[config.mk]
export PLATFORM = sky130hd
export DESIGN_NAME = branch_predict_unit
export DESIGN_NICKNAME = d
export VERILOG_FILES = /design/src/rtl/branch_predict_unit.sv
export SDC_FILE = /design/constraint.sdc
export NUM_CORES = 2
export LEC_CHECK = 0
export CELL_PAD_IN_SITES_DETAIL_PLACEMENT = 1
export CELL_PAD_IN_SITES_GLOBAL_PLACEMENT = 2
export CORE_UTILIZATION = 41
export DETAILED_ROUTE_END_ITERATION = 7
export PLACE_DENSITY_LB_ADDON = 0.25
export RECOVER_POWER = 100
export SLEW_MARGIN = 20
export SYNTH_ARGS = -nofsm -noshare
export SYNTH_HDL_FRONTEND = slang
export SYNTH_SLANG_ARGS = --single-unit
[constraint.sdc]
create_clock -name clk -period 6.7 [get_ports clk]
set_clock_uncertainty 0.15 [all_clocks]
set_input_delay 1.675 -clock clk [delete_from_list [all_inputs] [get_ports clk]]
set_output_delay 1.675 -clock clk [all_outputs]
set_load 0.005 [all_outputs]
[src/rtl/branch_predict_unit.sv]
// Branch predictor: a direct-mapped BTB with per-entry saturating counters, looked up in IF and trained in EX.
// Optional macro BP_GSHARE_EN XORs a global history register into the lookup index.
module branch_predict_unit #(
    parameter int IDX_BITS = 5,
    parameter int CTR_BITS = 2,
    parameter int GHR_BITS = 5
) (
    input  logic                clk,
    input  logic                rst,
    input  logic [31:0]         if_pc,
    output logic                if_pred_taken,
    output logic [31:0]         if_pred_target,
    output logic [IDX_BITS-1:0] if_pred_idx,
    input  logic                ex_valid,
    input  logic [31:0]         ex_pc,
    input  logic                ex_branch,
    input  logic                ex_jump,
    input  logic                ex_br_en,
    input  logic [31:0]         ex_target,
    input  logic                ex_pred_taken,
    input  logic [31:0]         ex_pred_target,
    input  logic [IDX_BITS-1:0] ex_pred_idx,
    output logic                misprediction,
    output logic [1:0]          predmux_sel,
    output logic [31:0]         branch_count,
    output logic [31:0]         mispredict_count
);

    localparam int ENTRIES = 2 ** IDX_BITS;
    localparam int TAG_W   = 30 - IDX_BITS;
    localparam logic [CTR_BITS-1:0] CTR_WNT = CTR_BITS'(2 ** (CTR_BITS - 1) - 1);
    localparam logic [CTR_BITS-1:0] CTR_WT  = CTR_BITS'(2 ** (CTR_BITS - 1));
    localparam logic [CTR_BITS-1:0] CTR_MAX = '1;
    localparam logic [CTR_BITS-1:0] CTR_MIN = '0;
    localparam logic [CTR_BITS-1:0] CTR_ONE = CTR_BITS'(1);

    logic                r_valid   [ENTRIES];
    logic [TAG_W-1:0]    r_tag     [ENTRIES];
    logic [31:0]         r_target  [ENTRIES];
    logic                r_is_jump [ENTRIES];
    logic [CTR_BITS-1:0] r_ctr     [ENTRIES];
    logic [31:0]         r_branch_count;
    logic [31:0]         r_mispredict_count;

    logic [IDX_BITS-1:0] w_lu_idx;
    logic [TAG_W-1:0]    w_if_tag;
    logic [TAG_W-1:0]    w_ex_tag;
    logic                w_lu_hit;
    logic                w_ex_hit;
    logic                w_mispredict;
    logic [1:0]          w_sel;
    logic [IDX_BITS+3:0] w_unused_bits;

    assign w_if_tag      = if_pc[31:IDX_BITS+2];
    assign w_ex_tag      = ex_pc[31:IDX_BITS+2];
    assign w_unused_bits = {if_pc[1:0], ex_pc[IDX_BITS+1:0]};

`ifdef BP_GSHARE_EN
    logic [GHR_BITS-1:0] r_ghr;
    assign w_lu_idx = if_pc[IDX_BITS+1:2] ^ IDX_BITS'(r_ghr);

    always_ff @(posedge clk) begin
        if (rst)
            r_ghr <= '0;
        else if (ex_valid && ex_branch && !ex_jump)
            r_ghr <= {r_ghr[GHR_BITS-2:0], ex_br_en};
    end
`else
    localparam int UNUSED_GHR_BITS = GHR_BITS;
    assign w_lu_idx = if_pc[IDX_BITS+1:2];
`endif

    // Lookup reads stored state only, so a same-cycle update is seen next cycle.
    assign w_lu_hit       = r_valid[w_lu_idx] && (r_tag[w_lu_idx] == w_if_tag);
    assign if_pred_taken  = !rst && w_lu_hit && (r_is_jump[w_lu_idx] || r_ctr[w_lu_idx][CTR_BITS-1]);
    assign if_pred_target = if_pred_taken ? r_target[w_lu_idx] : 32'h0;
    assign if_pred_idx    = w_lu_idx;

    assign w_ex_hit = r_valid[ex_pred_idx] && (r_tag[ex_pred_idx] == w_ex_tag);

    always_comb begin
        w_mispredict = 1'b0;
        w_sel        = 2'd1;
        if (ex_valid && !rst) begin
            if (ex_jump) begin
                if (!ex_pred_taken || (ex_pred_target != ex_target)) begin
                    w_mispredict = 1'b1;
                    w_sel        = 2'd0;
                end
            end else if (ex_branch) begin
                if ((ex_pred_taken != ex_br_en) || (ex_br_en && (ex_pred_target != ex_target))) begin
                    w_mispredict = 1'b1;
                    w_sel        = ex_br_en ? 2'd0 : 2'd2;
                end
            end else if (ex_pred_taken) begin
                w_mispredict = 1'b1;
                w_sel        = 2'd2;
            end
        end
    end

    assign misprediction    = w_mispredict;
    assign predmux_sel      = w_sel;
    assign branch_count     = r_branch_count;
    assign mispredict_count = r_mispredict_count;

    always_ff @(posedge clk) begin
        if (rst) begin
            for (int i = 0; i < ENTRIES; i++) begin
                r_valid[i]   <= 1'b0;
                r_tag[i]     <= '0;
                r_target[i]  <= '0;
                r_is_jump[i] <= 1'b0;
                r_ctr[i]     <= CTR_WNT;
            end
            r_branch_count     <= '0;
            r_mispredict_count <= '0;
        end else if (ex_valid) begin
            if (ex_jump) begin
                r_valid[ex_pred_idx]   <= 1'b1;
                r_tag[ex_pred_idx]     <= w_ex_tag;
                r_target[ex_pred_idx]  <= ex_target;
                r_is_jump[ex_pred_idx] <= 1'b1;
                r_ctr[ex_pred_idx]     <= CTR_MAX;
            end else if (ex_branch) begin
                if (w_ex_hit) begin
                    if (ex_br_en) begin
                        r_target[ex_pred_idx] <= ex_target;
                        if (r_ctr[ex_pred_idx] != CTR_MAX)
                            r_ctr[ex_pred_idx] <= r_ctr[ex_pred_idx] + CTR_ONE;
                    end else if (r_ctr[ex_pred_idx] != CTR_MIN) begin
                        r_ctr[ex_pred_idx] <= r_ctr[ex_pred_idx] - CTR_ONE;
                    end
                end else if (ex_br_en) begin
                    r_valid[ex_pred_idx]   <= 1'b1;
                    r_tag[ex_pred_idx]     <= w_ex_tag;
                    r_target[ex_pred_idx]  <= ex_target;
                    r_is_jump[ex_pred_idx] <= 1'b0;
                    r_ctr[ex_pred_idx]     <= CTR_WT;
                end
            end else if (ex_pred_taken) begin
                // Non-control instruction predicted taken: drop the aliasing entry.
                r_valid[ex_pred_idx] <= 1'b0;
            end
            if (ex_branch || ex_jump)
                r_branch_count <= r_branch_count + 32'd1;
            if (w_mispredict)
                r_mispredict_count <= r_mispredict_count + 32'd1;
        end
    end

endmodule

-- Word-level counts from Yosys, hierarchy flattened
Memory sizes are Yosys's and may differ from the RTL's.
Cells that the tools add are included.
- register bits: 64
- memory bits (writable): 1952
- output and inout port bits: 105
- word-level logic and storage cells: 123
- memories kept: 5
- input bits: 140
- multiplexer cells: 78
- bitwise logic cells: 9
- reductions and logical operators: 20
- equal/unequal tests: 5
- $add $sub $neg: 4
- memory list (name ; depth ; bits a word ; read ports ; clocked after memory_dff ; wr ports ; line ; RTL):
    r_target ; 32 ; 32 ; 1 ; 0 ; 32 ; 39 ; logic [31:0] r_target [ENTRIES];
    r_tag ; 32 ; 25 ; 2 ; 0 ; 32 ; 38 ; logic [TAG_W-1:0] r_tag [ENTRIES];
    r_ctr ; 32 ; 2 ; 2 ; 0 ; 32 ; 41 ; logic [CTR_BITS-1:0] r_ctr [ENTRIES];
    r_is_jump ; 32 ; 1 ; 1 ; 0 ; 32 ; 40 ; logic r_is_jump [ENTRIES];
    r_valid ; 32 ; 1 ; 2 ; 0 ; 32 ; 37 ; logic r_valid [ENTRIES];
- operators by type and width (kind ; count):
    $mux 32 ; 4
    $add 32x1->32 const B ; 2
    $mux 1 ; 57
    $eq 25x25->1 ; 2
    $mux 25 ; 2
    $ne 32x32->1 ; 1
    $reduce_or 32->1 ; 1
    $mux 5 ; 5
    $reduce_or 25->1 ; 1
    $mux 2 ; 10
    $or 1x1->1 ; 9
    $logic_and 1x1->1 ; 6
    $logic_or 1x1->1 ; 4
    $reduce_and 2->1 ; 2
    $add 2x1->2 const B ; 1
    $logic_not 1->1 ; 2
    $ne 2x2->1 const B ; 1
    $reduce_bool 2->1 ; 1
    $reduce_or 1->1 ; 2
    $reduce_or 2->1 ; 1
    $sub 2x1->2 const B ; 1
    $ne 1x1->1 ; 1

-- Logic depth before layout (Yosys ltp)
An unclocked memory read counts as a cell.
- word-level depth: 15
- depth in mapped cells: 18
- gate-level depth less buffers: 11

-- Least setup slack after synthesis
Ideal clock, no wire load.
- path type: input to output
- start point: input if_pc[2]
- end point: output if_pred_target[10]
- path buffers: 6
- required time: 4875 ps
- setup slack: -406 ps
- stages on the path: 13
- data arrival time: 5281 ps
- path through: clkbuf_1 -> buf_2 -> buf_2 -> buf_1 -> mux4_2 -> mux4_2 -> mux2i_1 -> xor2_1 -> nand3_1 -> or4_1 -> clkbuf_1 -> buf_2 -> nor2_1
- word-level cells in the longest chain between the ends: 6
- elaborated cells between the ends (all ways): 11
- those cells by class: eq/ne (1); mux (1); reduce/logical (4); memory (5)
- RTL lines (what ; line ; RTL):
    from (decl) ; 10 ; input logic [31:0] if_pc,
    $mem_v2 32x25 ; -- ;
    $eq 25x25->1 ; 74 ; assign w_lu_hit = r_valid[w_lu_idx] && (r_tag[w_lu_idx] == w_if_tag);
    $logic_and 1x1->1 ; 74 ;
    $logic_and 1x1->1 (2 in series) ; 75 ; assign if_pred_taken = !rst && w_lu_hit && (r_is_jump[w_lu_idx] || r_ctr[w_lu_idx][CTR_BITS-1]);
    $mux 32 (*) ; 76 ; assign if_pred_target = if_pred_taken ? r_target[w_lu_idx] : 32'h0;
    to (decl) ; 12 ; output logic [31:0] if_pred_target,
Mark *: on every way between the ends. The rest lies on a longest branch, timed or not.

-- Worst setup path after layout
- start point: input if_pc[2]
- end point: output if_pred_target[17]
The elaborated chain is that of the path after synthesis.

==> impl_metrics.tcl <==
set metrics [dict create \
    setup_ws_ps -1060 \
    cp_slowest_stage_delay_ps 630 \
    hold_ws_ps 356.8 \
    post-dp-hpwl_mm 242.4 \
    rows 178 \
    tns_ps -1091060 \
    postSynthCellCount 6846 \
    violations "capacitance limit, slew limit, setup timing" \
    ys_top_cells_by_area "edfxtp_1 (60%), mux4_2 (14%), and2_1 (6.6%)" \
    setup_viol 1911 \
    ys_top_cells_by_count "edfxtp_1 (1952), nor2_1 (1075), and2_1 (1030)" \
    grt_usage 0.3247 \
    synthArstFlopShare 0 \
    ys_seq_area_frac 0.6125 \
    p_leak_nw 39.24 \
    antenna_found_initial 27 \
    synth_seq_cells 2016 \
    syn-num-nets 6991 \
    synth_area_leader_cell "edfxtp_1" \
    end_kind "primary output" \
    wirelength_mm 396.7 \
    cts_root_buf "clkbuf_16" \
    crit_arrival_ps 5930 \
    grt_pass1_wl_mm 543.8 \
    synth_edf_count 1952 \
    vias_per_cell 6.383 \
    critPathRequiredTime_ps 4880 \
    yosysWarnings 0 \
    ys.flop_type "edfxtp_1" \
    gp_congestion 0.9262 \
    post_drt_wl_per_cell_um 37.31 \
    die_area_mm2 0.2405 \
    clock-sinks 2016 \
    nets 7423 \
    crit_family "buffers and inverters" \
    cts_tree "yes" \
    fp.dieW_um 490.4 \
    drtIter0Drc 9863 \
    drtPass1Iterations 6 \
    status "complete, but fails checks" \
    synth_cell_types 53 \
    syn_area_mm2 0.09779 \
    power_density_mw_per_mm2 261.0 \
    clock_latency_ps 940 \
    portBuffers 235 \
    core_mm2 0.2361 \
    fmax_mhz 128.9 \
    rsz0062_at_grt "yes" \
    ant_nets 0 \
    fp.dieH_um 490.4 \
    crit_top_cell "buf_4" \
    fillers 22990 \
    slew-limit-headroom -1.516 \
    pin_count 245 \
    syn_to_final_growth_pct 18.44 \
    grt_pass1_vias 68380 \
    hold_viol 0 \
    clk_pin_slew_ps 60 \
    cts_made_buffers 218 \
    period_share 1.158 \
    hold_path_class "register to register" \
    grt_max_degree 80 \
    drv_slew 1364 \
    period_minus_slack_ps 7760 \
    seq_area_mm2 0.05990 \
    start_kind "primary input" \
    slowest_stage "or4_4" \
    dp_slack_ps -1726 \
    netlist.area_leader.share 0.5994 \
    ctsLongestPathBuffers 3 \
    drv_cap 52 \
    drc 0 \
    crit_chain "buf_16, buf_4, buf_12, buf_6, mux4_2, mux4_2, mux2i_4, xnor2_2, nor4_4, buf_4, nand4_1, buf_4, or4_4, buf_12, clkbuf_16, buf_8, nor2_4, buf_2" \
    crit_buf_inv 10 \
    start_util 0.4142 \
    multi_input_area_mm2 0.03588 \
    ctsHtreeMaxLevel 4 \
    syn_avg_cell_area_um2 14.28 \
    cp_max_fo 8 \
    peakVddDrop_uv 249.9 \
    postCtsHoldBufs 0 \
    crit_type "primary input to primary output" \
    layout-drive-gt1-share 0.2413 \
    yosysMostFrequentCell "edfxtp_1" \
    vias 67860 \
    worstMarginPinSlew_ps 3774 \
    grt-ovfl-total 0 \
]
==> report_power, final <==
group          leakage (nW)  internal [mW]  switching [mW]
Sequential             19.0           14.5           0.292
Clock                  3.42           6.60            5.38
Combinational          16.8           1.41            2.08
Total                  39.2           22.5            7.75
==> worst register-to-register path, delay by kind of cell (launching register included) <==
kind                   cells  cell delay (ps)
and+or+nand+nor            5             2230
buffers and inverters      2              620
AOI/OAI and AO/OA          3              900
DFF                        1              440
muxes                      1              240
==> metal layers <==
layer | global-route usage | vias to the layer above | wire, um
met5 | 0 | - | 75
met4 | 0.1313 | 12 | 17580
met3 | 0.07661 | 875 | 47260
met2 | 0.4918 | 4533 | 177800
met1 | 0.4503 | 35940 | 153900
li1 | - | 26500 | -
==> placed cells by master, fill, tap and decap left out, drive strengths merged, types with 30 or more instances in the layout <==
| master | netlist | layout |
|---|---|---|
| o21ai | 111 | 111 |
| nor3 | 75 | 75 |
| mux2i | 450 | 450 |
| nand3 | 37 | 37 |
| clkbuf | 452 | 373 |
| nor2 | 1075 | 1075 |
| dfxtp | 64 | 64 |
| o211ai | 30 | 30 |
| edfxtp | 1952 | 1952 |
| xor2 | 42 | 42 |
| buf | 228 | 583 |
| clkinv | 0 | 122 |
| a21oi | 72 | 72 |
| nor4 | 62 | 62 |
| mux4 | 611 | 611 |
| nand2 | 109 | 109 |
| clkdlybuf4s50 | 0 | 128 |
| and2 | 1030 | 1030 |
| xnor2 | 66 | 66 |
| o22ai | 195 | 195 |
| dlygate4sd3 | 0 | 66 |
==> cell families after synthesis <==
group           Yosys count  share of synthesized area
compound gates          446                    0.02958
mux                    1062                     0.1869
xor+xnor                108                   0.009672
fa+ha+maj                 5                  0.0006397
flops                  2016                     0.6125
buf+inv                 692                    0.03048
simple gates           2517                     0.1303
==> timing repair <==
item                                    4_1_cts  5_1_grt
gates resized for setup                      85      140
pin swaps                                     3       25
endpoints found under the setup margin       33       33
gates cloned                                  1        5
buffers inserted                              9       20
==> registers in the layout (all words and copies together) (netlist names) <==
name	cells
mispredict_count	32
r_valid	32
r_tag	800
r_target	1024
branch_count	32
r_is_jump	32
r_ctr	64
==> worst paths after layout <==
path,from,endpoint,slack (ps),cells after the start
max,if_pc[2],if_pred_target[17],-1060,18
min,mispredict_count[5],mispredict_count[5],360,2
max reg2reg,r_tag[2][6],r_tag[2][16],1700,11
min reg2reg,mispredict_count[5],mispredict_count[5],360,2
==> layout make-up <==
class	count	area share
multi-input combinational	4138	0.3098
clock buffer	259	0.04905
clock inverter	148	0.01086
sequential	2016	0.5171
tap	3150	0.03403
timing repair buffer	892	0.07842
antenna	16	0.0003457
inverter	12	0.0004321
==> metrics by stage <==
stage               area [um^2]  power [mW]  cells  utilization
floorplan                 97840       16.63   6846            -
global placement         108900       18.30  10170       0.4614
detailed placement       108900       18.38  10170       0.4615
CTS                      116100       30.25  10590       0.4919
global route             115800       30.86  10620       0.4905
finish                   115800       30.24  10630       0.4907
(Power assumes the default switching activity.)
